File: src/rtl/prog_pkg.sv
// Shared types and default parameter values for the program loader.
// Imported by the interface, the loader top and its down-counter.
package prog_pkg;

    typedef enum logic [2:0] {
        StIdle,
        StFetch,
        StWait,
        StWrite,
        StHold,
        StRun
    } state_e;

    localparam int unsigned DefDataW     = 32;
    localparam int unsigned DefAddrW     = 9;
    localparam int unsigned DefLoadWords = 512;
    localparam int unsigned DefRomLat    = 1;
    localparam int unsigned DefHoldCyc   = 4;
    localparam bit          DefAutoStart = 1'b1;

    // Wide enough for HOLD_CYC-1 (max 14) and ROM_LAT-2 (max 2).
    localparam int unsigned CntW = 4;

endpackage

File: src/rtl/prog_loader_if.sv
// ROM read port and instruction-RAM write port seen by the program loader.
// The loader takes the master side; the memories take the slave side.
interface prog_loader_if
    import prog_pkg::*;
#(
    parameter int unsigned DATA_W = DefDataW,
    parameter int unsigned ADDR_W = DefAddrW
) ();

    logic [ADDR_W-1:0] rom_addr;
    logic [DATA_W-1:0] rom_data;
    logic              ram_we;
    logic [ADDR_W-1:0] ram_addr;
    logic [DATA_W-1:0] ram_wdata;

    modport master (
        output rom_addr,
        input  rom_data,
        output ram_we,
        output ram_addr,
        output ram_wdata
    );

    modport slave (
        input  rom_addr,
        output rom_data,
        input  ram_we,
        input  ram_addr,
        input  ram_wdata
    );

endinterface

File: src/rtl/lat_counter.sv
// Loadable down-counter shared by the ROM wait and core-reset hold phases.
// zero_o reflects the registered count, so a load of N gives N+1 cycles to zero.
module lat_counter
    import prog_pkg::*;
#(
    parameter int unsigned W = CntW
) (
    input  logic         clk,
    input  logic         rst,
    input  logic         load_i,
    input  logic [W-1:0] load_val_i,
    input  logic         dec_i,
    output logic         zero_o
);

    logic [W-1:0] cnt_q, cnt_d;

    always_comb begin
        cnt_d = cnt_q;
        if (load_i) begin
            cnt_d = load_val_i;
        end else if (dec_i && (cnt_q != '0)) begin
            cnt_d = cnt_q - W'(1);
        end
    end

    always_ff @(posedge clk) begin
        if (rst) begin
            cnt_q <= '0;
        end else begin
            cnt_q <= cnt_d;
        end
    end

    assign zero_o = (cnt_q == '0);

endmodule

File: src/rtl/prog_loader.sv
// Copies LOAD_WORDS words from a fixed-latency ROM into instruction RAM while
// holding the core in reset, then releases it; a start pulse in RUN reloads.
module prog_loader
    import prog_pkg::*;
#(
    parameter int unsigned DATA_W     = DefDataW,
    parameter int unsigned ADDR_W     = DefAddrW,
    parameter int unsigned LOAD_WORDS = DefLoadWords,
    parameter int unsigned ROM_LAT    = DefRomLat,
    parameter int unsigned HOLD_CYC   = DefHoldCyc,
    parameter bit          AUTO_START = DefAutoStart
) (
    input  logic             clk,
    input  logic             rst,
    input  logic             start,
    prog_loader_if.master    bus,
    output logic             core_rst,
    output logic             busy,
    output logic             done
);

    localparam logic [ADDR_W-1:0] LastIdx  = ADDR_W'(LOAD_WORDS - 1);
    localparam logic [CntW-1:0]   WaitLoad = CntW'((ROM_LAT >= 2) ? (ROM_LAT - 2) : 0);
    localparam logic [CntW-1:0]   HoldLoad = CntW'(HOLD_CYC - 1);

    state_e            state_q, state_d;
    logic [ADDR_W-1:0] idx_q, idx_d;
    logic [ADDR_W-1:0] rom_addr_q, rom_addr_d;
    logic [ADDR_W-1:0] ram_addr_q, ram_addr_d;
    logic [DATA_W-1:0] ram_wdata_q, ram_wdata_d;
    logic              ram_we_q, ram_we_d;
    logic              core_rst_q, core_rst_d;
    logic              busy_q, busy_d;
    logic              done_q, done_d;

    logic              cnt_load;
    logic [CntW-1:0]   cnt_load_val;
    logic              cnt_dec;
    logic              cnt_zero;

    lat_counter #(
        .W (CntW)
    ) u_lat_counter (
        .clk        (clk),
        .rst        (rst),
        .load_i     (cnt_load),
        .load_val_i (cnt_load_val),
        .dec_i      (cnt_dec),
        .zero_o     (cnt_zero)
    );

    always_comb begin
        state_d      = state_q;
        idx_d        = idx_q;
        cnt_load     = 1'b0;
        cnt_load_val = WaitLoad;
        cnt_dec      = 1'b0;

        unique case (state_q)
            StIdle: begin
                if (AUTO_START || start) begin
                    state_d = StFetch;
                    idx_d   = '0;
                end
            end
            StFetch: begin
                if (ROM_LAT < 2) begin
                    state_d = StWrite;
                end else begin
                    state_d      = StWait;
                    cnt_load     = 1'b1;
                    cnt_load_val = WaitLoad;
                end
            end
            StWait: begin
                if (cnt_zero) begin
                    state_d = StWrite;
                end else begin
                    cnt_dec = 1'b1;
                end
            end
            StWrite: begin
                if (idx_q == LastIdx) begin
                    state_d      = StHold;
                    cnt_load     = 1'b1;
                    cnt_load_val = HoldLoad;
                end else begin
                    state_d = StFetch;
                    idx_d   = idx_q + ADDR_W'(1);
                end
            end
            StHold: begin
                if (cnt_zero) begin
                    state_d = StRun;
                end else begin
                    cnt_dec = 1'b1;
                end
            end
            StRun: begin
                if (start) begin
                    state_d = StFetch;
                    idx_d   = '0;
                end
            end
            default: state_d = StIdle;
        endcase

        // Outputs are decoded from the next state so they line up with it once registered.
        rom_addr_d  = (state_d == StFetch) ? idx_d : rom_addr_q;
        ram_we_d    = (state_d == StWrite);
        ram_addr_d  = ram_we_d ? idx_d : ram_addr_q;
        ram_wdata_d = ram_we_d ? bus.rom_data : ram_wdata_q;
        core_rst_d  = (state_d != StRun);
        busy_d      = (state_d inside {StFetch, StWait, StWrite, StHold});
        done_d      = (state_d == StRun);
    end

    always_ff @(posedge clk) begin
        if (rst) begin
            state_q     <= StIdle;
            idx_q       <= '0;
            rom_addr_q  <= '0;
            ram_addr_q  <= '0;
            ram_wdata_q <= '0;
            ram_we_q    <= 1'b0;
            core_rst_q  <= 1'b1;
            busy_q      <= 1'b0;
            done_q      <= 1'b0;
        end else begin
            state_q     <= state_d;
            idx_q       <= idx_d;
            rom_addr_q  <= rom_addr_d;
            ram_addr_q  <= ram_addr_d;
            ram_wdata_q <= ram_wdata_d;
            ram_we_q    <= ram_we_d;
            core_rst_q  <= core_rst_d;
            busy_q      <= busy_d;
            done_q      <= done_d;
        end
    end

    assign bus.rom_addr  = rom_addr_q;
    assign bus.ram_we    = ram_we_q;
    assign bus.ram_addr  = ram_addr_q;
    assign bus.ram_wdata = ram_wdata_q;
    assign core_rst      = core_rst_q;
    assign busy          = busy_q;
    assign done          = done_q;

endmodule

File: src/flat_wrapper.sv
// flat-port wrapper written by rule: the top's interface ports become plain ports
module prog_loader_flat import prog_pkg::*;
#(
    parameter int unsigned DATA_W     = DefDataW,
    parameter int unsigned ADDR_W     = DefAddrW,
    parameter int unsigned LOAD_WORDS = DefLoadWords,
    parameter int unsigned ROM_LAT    = DefRomLat,
    parameter int unsigned HOLD_CYC   = DefHoldCyc,
    parameter bit          AUTO_START = DefAutoStart
)
  (clk, rst, start, core_rst, busy, done, bus_rom_addr, bus_rom_data, bus_ram_we, bus_ram_addr, bus_ram_wdata);
  prog_loader_if #(.DATA_W(DATA_W), .ADDR_W(ADDR_W)) bus_i ();
  input  logic clk;
  input  logic rst;
  input  logic start;
  output logic core_rst;
  output logic busy;
  output logic done;
  output wire logic [$bits(bus_i.rom_addr)-1:0] bus_rom_addr;
  input wire logic [$bits(bus_i.rom_data)-1:0] bus_rom_data;
  output wire logic [$bits(bus_i.ram_we)-1:0] bus_ram_we;
  output wire logic [$bits(bus_i.ram_addr)-1:0] bus_ram_addr;
  output wire logic [$bits(bus_i.ram_wdata)-1:0] bus_ram_wdata;
  assign bus_rom_addr = bus_i.rom_addr;
  assign bus_i.rom_data = bus_rom_data;
  assign bus_ram_we = bus_i.ram_we;
  assign bus_ram_addr = bus_i.ram_addr;
  assign bus_ram_wdata = bus_i.ram_wdata;
  prog_loader #(.DATA_W(DATA_W), .ADDR_W(ADDR_W), .LOAD_WORDS(LOAD_WORDS), .ROM_LAT(ROM_LAT), .HOLD_CYC(HOLD_CYC), .AUTO_START(AUTO_START)) u_core (.clk(clk), .rst(rst), .start(start), .bus(bus_i), .core_rst(core_rst), .busy(busy), .done(done));
endmodule
File: config.mk
export PLATFORM = sky130hd
export DESIGN_NAME = prog_loader_flat
export DESIGN_NICKNAME = d
export VERILOG_FILES = /design/src/rtl/prog_pkg.sv /design/src/rtl/prog_loader_if.sv /design/src/rtl/lat_counter.sv /design/src/rtl/prog_loader.sv /design/src/flat_wrapper.sv
export SDC_FILE = /design/constraint.sdc
export NUM_CORES = 1
export LEC_CHECK = 0
export CORE_MARGIN = 10
export CORE_UTILIZATION = 28
export DETAILED_ROUTE_END_ITERATION = 10
export SYNTH_ARGS = -nofsm -noshare
export SYNTH_HDL_FRONTEND = slang
export SYNTH_SLANG_ARGS = --single-unit
export TNS_END_PERCENT = 50
File: constraint.sdc
create_clock -name clk -period 3.7 [get_ports clk]
set_input_delay 0.925 -clock clk [delete_from_list [all_inputs] [get_ports clk]]
set_output_delay 0.925 -clock clk [all_outputs]
set_load 0.02 [all_outputs]
==> key figures, run 1 <==
Placement
  – Placer congestion estimate: 0.858
  – Placed cell count: about 530
  – Buffers on Ports: 88
  – Post-DP Area: 3770 um^2
  – Hpwl dp: roughly 5500 um

Synthesis
  – FF+latch count, synth: 70
  – Primary FF master, synth: dfxtp_1
  – Syn. warnings: 0
  – Cells after Synth: 330
  – Synth cell types: 49
  – Post-synth EDFFs: 0
  – Synthesized area per cell: 8.75 um^2
  – Register area share after synthesis: 0.485
  – Synth area leaders: dfxtp_1, nand2_1, a21oi_1
  – Post-synth top area share: 0.485
  – Mapped Nets: 367
  – Ys async rst share: 0
  – Synthesized area: a little under 3000 um^2
  – Most area-hungry cell type in the Yosys netlist: dfxtp_1

Clocking
  – Hold buffer count at cts: 0
  – Post-CTS resize count: 0
  – CTS max path bufs: 2
  – Root buf cell: clkbuf_8
  – Clock buffer count from CTS: 9
  – Clock latency on the worst-skew pair: ~0.34 ns
  – Post-CTS setup buffers: 0
  – H-tree depth: 3
  – Clk pin slew, worst setup/hold paths: approximately 0.080 ns
  – CTS tree: yes
  – Sink Count: 70

Run status
  – Status: finished, final reports clean

Run
  – # Max-Cap Violations: 0

Min path
  – Hold_sp: u_core.bus.ram_wdata[31]
  – Hold depth: 2
  – Worst Hold Class: register to register

Routing
  – DR vias/cell: 4.50
  – Routed Antenna Nets: 0
  – Initial DRC Count: 115
  – WL per Instance: 14.1 um
  – Final wirelength: 7710 um
  – Via count: 2466
  – Drc violations: 0
  – DRT Pass-1 Iters: 4

Layout
  – Antenna cell count: 0
  – Post-layout utilization of the core: 0.392
  – Commonest non-fill, non-tap cell in the layout: clkdlybuf4s50_1
  – Commonest cells after routing, fill and taps aside: clkdlybuf4s50_1, nand2_1, dfxtp_1
  – Register Area: roughly 1400 um^2
  – Nets: 444
  – Multi-input logic area: ~1300 um^2
  – Filler Cell Count: 1051
  – Fraction of layout cells with a size suffix above 1: 0.0752
  – P&R area growth vs syn: 38.3%
  – Fin cells: roughly 550
  – Post-route cell area: 4000 um^2

Critical path
  – Critical path depth in cells: 7
  – CP startpoint: u_core.u_lat_counter.cnt_q[0]
  – Critical path capture point type: register
  – Setup Crit Path Kind: register to register
  – CP bufs+invs: 1
  – Worst Reg-to-Reg Cells: 7
  – R2r startpoint: u_core.u_lat_counter.cnt_q[0]
  – CP Cell Sequence: inv_1 > ha_1 > nor3b_2 > a21oi_1 > nor2_4 > nor2_1 > a211oi_1
  – Crit path max-delay family: simple AND/OR/NAND/NOR gates
  – Worst-path fanout max: 45
  – Crit path DAT: 2.52 ns
  – Crit-path slowest cell: nor2_4
  – Worst EP required: slightly below 4 ns
  – Startpoint Class: register
  – Worst stage delay on the critical path: slightly below 0.8 ns

Floorplan
  – Die area: 14800 um^2
  – Initial Util: 0.284
  – Chip Width: 122 um
  – Core area: 10200 um^2
  – # IOs: a little under 90
  – Die Y: ~120 um
  – Rows: 37

Global routing
  – Total track usage: 0.102
  – Global-route wire length before repair: 12200 um
  – GR Overflow Total: 0
  – Largest net degree at the start of global routing: between 40 and 50
  – Initial antenna violation count: 0
  – Vias in the first global route: 2416

STA
  – Fin crit share: 0.613
  – Clk_skew: 0.0120 ns
  – Final hold vios: 0
  – RSZ-0062 raised after global routing: no
  – Min Hold Slack: 0.455 ns
  – Slew margin rel.: 0.329
  – Period minus WS final: 2.27 ns
  – Setup Total Neg Slack: 0 ns
  – Worst slew pin tran: 1.00 ns
  – Max Clock Freq: 0.441 GHz
  – Setup Viol. Count Final: 0
  – Max Transition Viols Final: 0

Power and ir drop
  – Cell leakage power: ~0.0015 uW
  – Cell Pwr Density: 462 nW/um^2
  – Max VDD drop: slightly above 0.2 mV
[sequential cells by signal, summed over array words and instances (netlist names)]
register	count
u_core.idx_q	9
u_core.done	1
u_core.bus.ram_we	1
u_core.core_rst	1
u_core.u_lat_counter.cnt_q	4
u_core.bus.rom_addr	9
u_core.busy	1
u_core.bus.ram_addr	9
u_core.state_q	3
u_core.bus.ram_wdata	32
[tightest hold or removal path, delay by kind of cell, from the launching register on]
family | cells | cell delay [ns]
AO/OA/AOI/OAI | 1 | 0.05
flip-flops | 1 | 0.31
AND/OR/NAND/NOR | 1 | 0.05
[layer usage]
layer,vias up,GRT usage,wire (um)
li1,1272,-,-
met1,1125,0.125,3590
met2,62,0.161,3450
met5,-,0,0
met4,0,0.0335,70
met3,7,0.0379,602
[stage by stage]
step           setup WS [ns]  total power (uW)
3_5_place_dp            1.15              1170
2_1_floorplan           1.77              1040
4_1_cts                 1.40              1880
6_report                1.43              1850
5_1_grt                 1.17              1940
3_3_place_gp            1.19              1160
[report_power, final]
part | switching (uW) | internal [uW]
logic | 179 | 141
registers | 27.9 | 797
clock network | 312 | 389
[area by class of cell]
type,instances,area share
Clock buffer,9,0.0310
Clock inverter,7,0.0257
Inverter,5,0.00470
Multi-Input combinational cell,232,0.324
Sequential cell,70,0.351
Tap cell,136,0.0426
Timing Repair Buffer,89,0.221
[cell families (layout without fill, tap and decap cells)]
logic type	after synthesis	count (layout)	synth area share
AND/OR/NAND/NOR	142	142	0.243
AO/OA/AOI/OAI	78	78	0.164
flip-flops	70	70	0.485
buffers and inverters	28	110	0.0680
XOR/XNOR	7	7	0.0212
multiplexers	3	3	0.0104
adder cells (fa/ha/maj)	2	2	0.00866
[final timing paths]
| path | slack [ns] | to |
|---|---|---|
| worst max register to register | 1.43 | u_core.bus.ram_addr[2] |
| worst min register to register | 0.45 | u_core.bus.ram_wdata[31] |
| worst max-delay path | 1.43 | u_core.bus.ram_addr[2] |
| worst min-delay path | 0.45 | u_core.bus.ram_wdata[31] |
[synthesized netlist by cell type, types with 3 or more instances]
cell type,n
nand3b_1,5
nand2_1,78
a211oi_1,5
inv_1,5
nand3_1,3
nor3_1,5
o21ai_0,5
nor2_1,18
mux2i_1,3
nand2b_1,3
dfxtp_1,70
clkbuf_1,8
buf_4,3
buf_6,9
nor2b_1,8
xor2_1,5
a21oi_1,52
(Power assumes the default switching activity.)
==> inputs of run 2 (changes only) <==
clock period = 1.9 ns   (was 3.7 ns; I/O delays follow)
==> key figures, run 2 (same netlist as run 1, synthesis figures left out) <==
Floorplan
  – Die Y: 122 um (unchanged)
  – Chip Width: 122 um (unchanged)
  – Core area: 10200 um^2 (unchanged)
  – Rows: 37 (unchanged)
  – Die area: 14800 um^2 (unchanged)
  – # IOs: 89 (unchanged)
  – Initial Util: 0.284 (unchanged)

Routing
  – WL per Instance: 14.4 um (+2.4%)
  – Drc violations: 0 (unchanged)
  – DRT Pass-1 Iters: 4 (unchanged)
  – Routed Antenna Nets: 0 (unchanged)
  – Final wirelength: 8300 um (+7.6%)
  – DR vias/cell: 4.49 (-0.12%)
  – Via count: 2589 (+5.0%)
  – Initial DRC Count: 133 (+16%)

Critical path
  – Setup slack, reg-to-reg: 0.11 ns (-1.32 ns)
  – Critical path depth in cells: 1 (-6)
  – R2r startpoint: u_core.u_lat_counter.cnt_q[1]
  – Worst Reg-to-Reg Cells: 9 (+2)
  – Worst EP required: 1.42 ns (-2.53 ns)
  – Crit-path slowest cell: clkdlybuf4s50_1
  – Crit path max-delay family: buffers and inverters
  – Worst stage delay on the critical path: 0.65 ns (-0.13 ns)
  – R2R Path End: u_core.bus.ram_wdata[17]
  – Startpoint Class: register
  – Critical path capture point type: output port
  – CP startpoint: u_core.bus.rom_addr[6]
  – Crit path DAT: 1.36 ns (-1.16 ns)
  – CP Cell Sequence: clkdlybuf4s50_1
  – CP bufs+invs: 1 (unchanged)
  – Setup Crit Path Kind: register to output port
  – Worst-path fanout max: 2 (-96%)
  – Worst Setup EP: bus_rom_addr[6]

Global routing
  – Largest net degree at the start of global routing: 46 (unchanged)
  – Global-route wire length before repair: 12400 um (+1.6%)
  – GR Overflow Total: 0 (unchanged)
  – Initial antenna violation count: 0 (unchanged)
  – Vias in the first global route: 2438 (+0.91%)
  – Total track usage: 0.104 (+0.00243)

Clocking
  – Root buf cell: clkbuf_8
  – CTS tree: yes
  – Hold buffer count at cts: 0 (unchanged)
  – H-tree depth: 3 (unchanged)
  – Clock buffer count from CTS: 9 (unchanged)
  – Clk pin slew, worst setup/hold paths: 0.08 ns (about the same)
  – Sink Count: 70 (unchanged)
  – CTS max path bufs: 2 (unchanged)
  – Clock latency on the worst-skew pair: 0.35 ns (about the same)

STA
  – Clk_skew: 0.0134 ns (+0.00133 ns)
  – RSZ-0062 raised after global routing: no
  – Max Clock Freq: 0.546 GHz
  – Worst slew pin tran: 0.498 ns (-0.506 ns)
  – Setup Viol. Count Final: 0 (unchanged)
  – Fin crit share: 0.965
  – Slew margin rel.: 0.668 (+0.339)
  – Period minus WS final: 1.83 ns
  – Final hold vios: 0 (unchanged)
  – Max Transition Viols Final: 0 (unchanged)

Power and ir drop
  – Total power draw: 3450 uW (+87%)
  – Max VDD drop: 0.326 mV (+58%)
  – Cell leakage power: 0.00162 uW (+11%)
  – Cell Pwr Density: 808 nW/um^2 (+75%)

Layout
  – Post-layout utilization of the core: 0.419 (+0.0268)
  – P&R area growth vs syn: 47.8%
  – Nets: 472 (+6.3%)
  – Commonest non-fill, non-tap cell in the layout: clkdlybuf4s50_1
  – Max FFs per register: 32 (unchanged)
  – Antenna cell count: 0 (unchanged)
  – Fraction of layout cells with a size suffix above 1: 0.148 (+0.0725)
  – Commonest cells after routing, fill and taps aside: clkdlybuf4s50_1, nand2_1, dfxtp_1

Placement
  – Hpwl dp: 5740 um (+4.4%)
  – Placer congestion estimate: 0.842 (-1.8%)
  – Buffers on Ports: 88 (unchanged)

Run status
  – Status: finished, final reports clean

Min path
  – Worst Hold Class: register to register

Run
  – # Max-Cap Violations: 0 (unchanged)
-- run 2: metal layers --
metal  global-route usage  vias to the layer above  routed length [um]
met4               0.0432                        0                 107
met1                0.128                     1169                3840
li1                     -                     1325                   -
met2                0.158                       83                3640
met5                    0                        -                   0
met3               0.0426                       12                 719
-- run 2: worst reg2reg max path, cell delays in order, from the launching register on --
cell and delay [ns]:
dfxtp_1 0.32, inv_1 0.09, ha_4 0.13, nor3b_4 0.28
a21oi_2 0.09, buf_4 0.15, nor2_4 0.22, clkbuf_16 0.26
nand2_1 0.07, a21oi_1 0.12
-- run 2: final cells by class --
type / count / area [um^2]
clock buffer: 11 / 141
inverter: 5 / 18.8
multi-input combinational: 232 / 1330
fill: 1019 / 5920
clock inverter: 5 / 35.0
timing repair buffer: 117 / 1170
tap: 136 / 170
sequential: 70 / 1400
-- run 2: repair_timing --
| action | 4_1_cts | 5_1_grt |
|---|---|---|
| endpoints found under the setup margin | 1 | 45 |
| resized for setup | 0 | 9 |
| gates cloned | 0 | 3 |
| pin swaps | 1 | 1 |
| buffers inserted | 3 | 1 |
-- run 2: through the flow --
| step | area (um^2) | std cells | hold WS [ns] | worst slack [ns] | setup TNS [ns] |
|---|---|---|---|---|---|
| after floorplan | 2890 | 330 | 0.477 | 0.209 | 0 |
| after global routing | 4270 | 576 | 0.479 | 0.0111 | 0 |
| final | 4270 | 576 | 0.455 | 0.0674 | 0 |
| after detailed placement | 3950 | 553 | 0.446 | -0.0974 | -0.643 |
| after CTS | 4150 | 572 | 0.457 | 0.0310 | 0 |
| after global placement | 3950 | 553 | 0.443 | -0.0546 | -0.306 |
-- run 2: worst min path at each step --
stage / startpoint / endpoint / slack [ns] / cells after the start
5_1_grt: u_core.bus.rom_addr[4] / u_core.bus.rom_addr[4] / 0.48 / 2
4_1_cts: u_core.bus.ram_wdata[8] / u_core.bus.ram_wdata[8] / 0.46 / 2
3_3_place_gp: u_core.bus.ram_wdata[13] / u_core.bus.ram_wdata[13] / 0.44 / 2
2_1_floorplan: u_core.idx_q[1] / u_core.idx_q[1] / 0.48 / 2
3_5_place_dp: u_core.bus.ram_wdata[8] / u_core.bus.ram_wdata[8] / 0.45 / 2
6_report: u_core.bus.ram_wdata[8] / u_core.bus.ram_wdata[8] / 0.45 / 2
-- run 2: where the power goes --
| group | internal, uW | switching, uW | total, uW |
|---|---|---|---|
| combinational | 378 | 391 | 770 |
| sequential | 1550 | 49.0 | 1600 |
| clock | 509 | 569 | 1080 |
==> inputs of run 3 (changes only) <==
SKIP_CTS_REPAIR_TIMING = 1   (was not set)
==> key figures, run 3 (same netlist as run 1, synthesis figures left out) <==
Clocking
  – Sink Count: 70 (unchanged)
  – CTS tree: yes
  – Root buf cell: clkbuf_8
  – Clk pin slew, worst setup/hold paths: 0.08 ns (about the same)
  – H-tree depth: 3 (unchanged)
  – Clock buffer count from CTS: 9 (unchanged)
  – CTS max path bufs: 2 (unchanged)
  – Clock latency on the worst-skew pair: 0.35 ns (about the same)

Layout
  – Antenna cell count: 0 (unchanged)
  – Post-layout utilization of the core: 0.421 (+0.00147)
  – Register Area: 1400 um^2 (unchanged)
  – P&R area growth vs syn: 48.3%
  – Filler Cell Count: 1015 (-0.39%)
  – Multi-input logic area: 1340 um^2 (+1.1%)
  – Nets: 473 (+0.21%)
  – Max FFs per register: 32 (unchanged)
  – Fraction of layout cells with a size suffix above 1: 0.152 (+0.00420)
  – Commonest cells after routing, fill and taps aside: clkdlybuf4s50_1, nand2_1, dfxtp_1
  – Commonest non-fill, non-tap cell in the layout: clkdlybuf4s50_1

Critical path
  – Worst-path fanout max: 2 (unchanged)
  – Critical path capture point type: output port
  – Crit-path slowest cell: clkdlybuf4s50_1
  – Startpoint Class: register
  – Crit path max-delay family: buffers and inverters
  – Crit path DAT: 1.36 ns (about the same)
  – Worst stage delay on the critical path: 0.64 ns (about the same)
  – Setup Crit Path Kind: register to output port
  – CP bufs+invs: 1 (unchanged)
  – Worst EP required: 1.42 ns (about the same)
  – CP Cell Sequence: clkdlybuf4s50_1

STA
  – Period minus WS final: 1.83 ns (-0.00113 ns)
  – Fin crit share: 0.964 (about the same)
  – Setup Viol. Count Final: 0 (unchanged)
  – Slew margin rel.: 0.660 (-0.00838)
  – Final hold vios: 0 (unchanged)
  – Clk_skew: 0.0124 ns (-0.000936 ns)
  – RSZ-0062 raised after global routing: no
  – Max Transition Viols Final: 0 (unchanged)
  – Max Clock Freq: 0.546 GHz (about the same)
  – Setup slack after layout: 0.0685 ns (+0.00113 ns)
  – Worst slew pin tran: 0.510 ns (+0.0126 ns)

Power and ir drop
  – Switching Fraction: 0.294 (+0.00168)
  – Cell Pwr Density: 808 nW/um^2 (about the same)
  – Internal power: 2440 uW (+0.11%)
  – Max VDD drop: 0.325 mV (-0.11%)
  – Seq pwr share: 0.463 (about the same)
  – Comb pwr share: 0.225 (+0.002)
  – Total power draw: 3460 uW (+0.35%)
  – Cell leakage power: 0.00162 uW (+0.21%)
  – Clock power frac: 0.313 (about the same)
  – P_sw: 1020 uW (+0.92%)

Floorplan
  – Die Y: 122 um (unchanged)
  – Core area: 10200 um^2 (unchanged)
  – # IOs: 89 (unchanged)
  – Rows: 37 (unchanged)
  – Die area: 14800 um^2 (unchanged)
  – Chip Width: 122 um (unchanged)
  – Initial Util: 0.284 (unchanged)

Routing
  – DR vias/cell: 4.53 (+0.79%)
  – WL per Instance: 14.5 um (+0.50%)
  – Drc violations: 0 (unchanged)
  – Routed Antenna Nets: 0 (unchanged)
  – Final wirelength: 8360 um (+0.67%)
  – Via count: 2614 (+0.97%)
  – DRT Pass-1 Iters: 4 (unchanged)
  – Initial DRC Count: 121 (-9.0%)

Placement
  – Hpwl dp: 5740 um (unchanged)
  – Buffers on Ports: 88 (unchanged)
  – Pre-CTS setup slack: -0.0974 ns (unchanged)
  – Placer congestion estimate: 0.842 (unchanged)

Run status
  – Status: finished, final reports clean

Run
  – # Max-Cap Violations: 0 (unchanged)

Global routing
  – Largest net degree at the start of global routing: 46 (unchanged)
  – Total track usage: 0.103 (-0.000769)
  – Vias in the first global route: 2422 (-0.66%)
  – GR Overflow Total: 0 (unchanged)
  – Initial antenna violation count: 0 (unchanged)
  – Global-route wire length before repair: 12300 um (-0.73%)

Min path
  – Worst Hold Class: register to register
[run 3: changes by cell type in the layout (fill, tap and decap cells not counted)]
cell      before  now
o21ai_2        0    1
o221ai_1       1    0
o221ai_2       0    1
[run 3: path summary, 6_finish.rpt]
check        slack (ns)                     startpoint  depth (start not counted)                  endpoint
max                0.07         u_core.bus.rom_addr[6]                          1           bus_rom_addr[6]
min                0.45        u_core.bus.ram_wdata[8]                          2   u_core.bus.ram_wdata[8]
max reg2reg        0.11  u_core.u_lat_counter.cnt_q[1]                          9  u_core.bus.ram_wdata[17]
min reg2reg        0.45        u_core.bus.ram_wdata[8]                          2   u_core.bus.ram_wdata[8]
[run 3: area by class of cell]
class / count / area share
timing repair buffer: 117 / 0.273
clock inverter: 5 / 0.00818
multi-input combinational: 233 / 0.314
clock buffer: 11 / 0.0330
inverter: 5 / 0.00438
sequential: 70 / 0.328
tap: 136 / 0.0397
[run 3: routing by layer]
| layer | up-vias | routed length [um] | track usage |
|---|---|---|---|
| li1 | 1330 | - | - |
| met1 | 1203 | 3920 | 0.128 |
| met2 | 69 | 3690 | 0.156 |
| met3 | 12 | 643 | 0.0426 |
| met4 | 0 | 107 | 0.0432 |
| met5 | - | 0 | 0 |
[run 3: through the flow]
step	instances	setup TNS [ns]	cell area, um^2	hold slack, ns
5_1_grt	577	0	4280	0.479
6_report	577	0	4280	0.455
2_1_floorplan	330	0	2890	0.477
4_1_cts	569	-0.110	4130	0.457
3_5_place_dp	553	-0.643	3950	0.446
3_3_place_gp	553	-0.306	3950	0.443
[run 3: power by group through the flow]
stage	Combinational [uW]	Sequential, uW	Clock (uW)
floorplan	306	1720	0
global placement	696	1630	0
detailed placement	700	1640	0
CTS	703	1600	1120
global route	838	1610	1190
finish	777	1600	1080
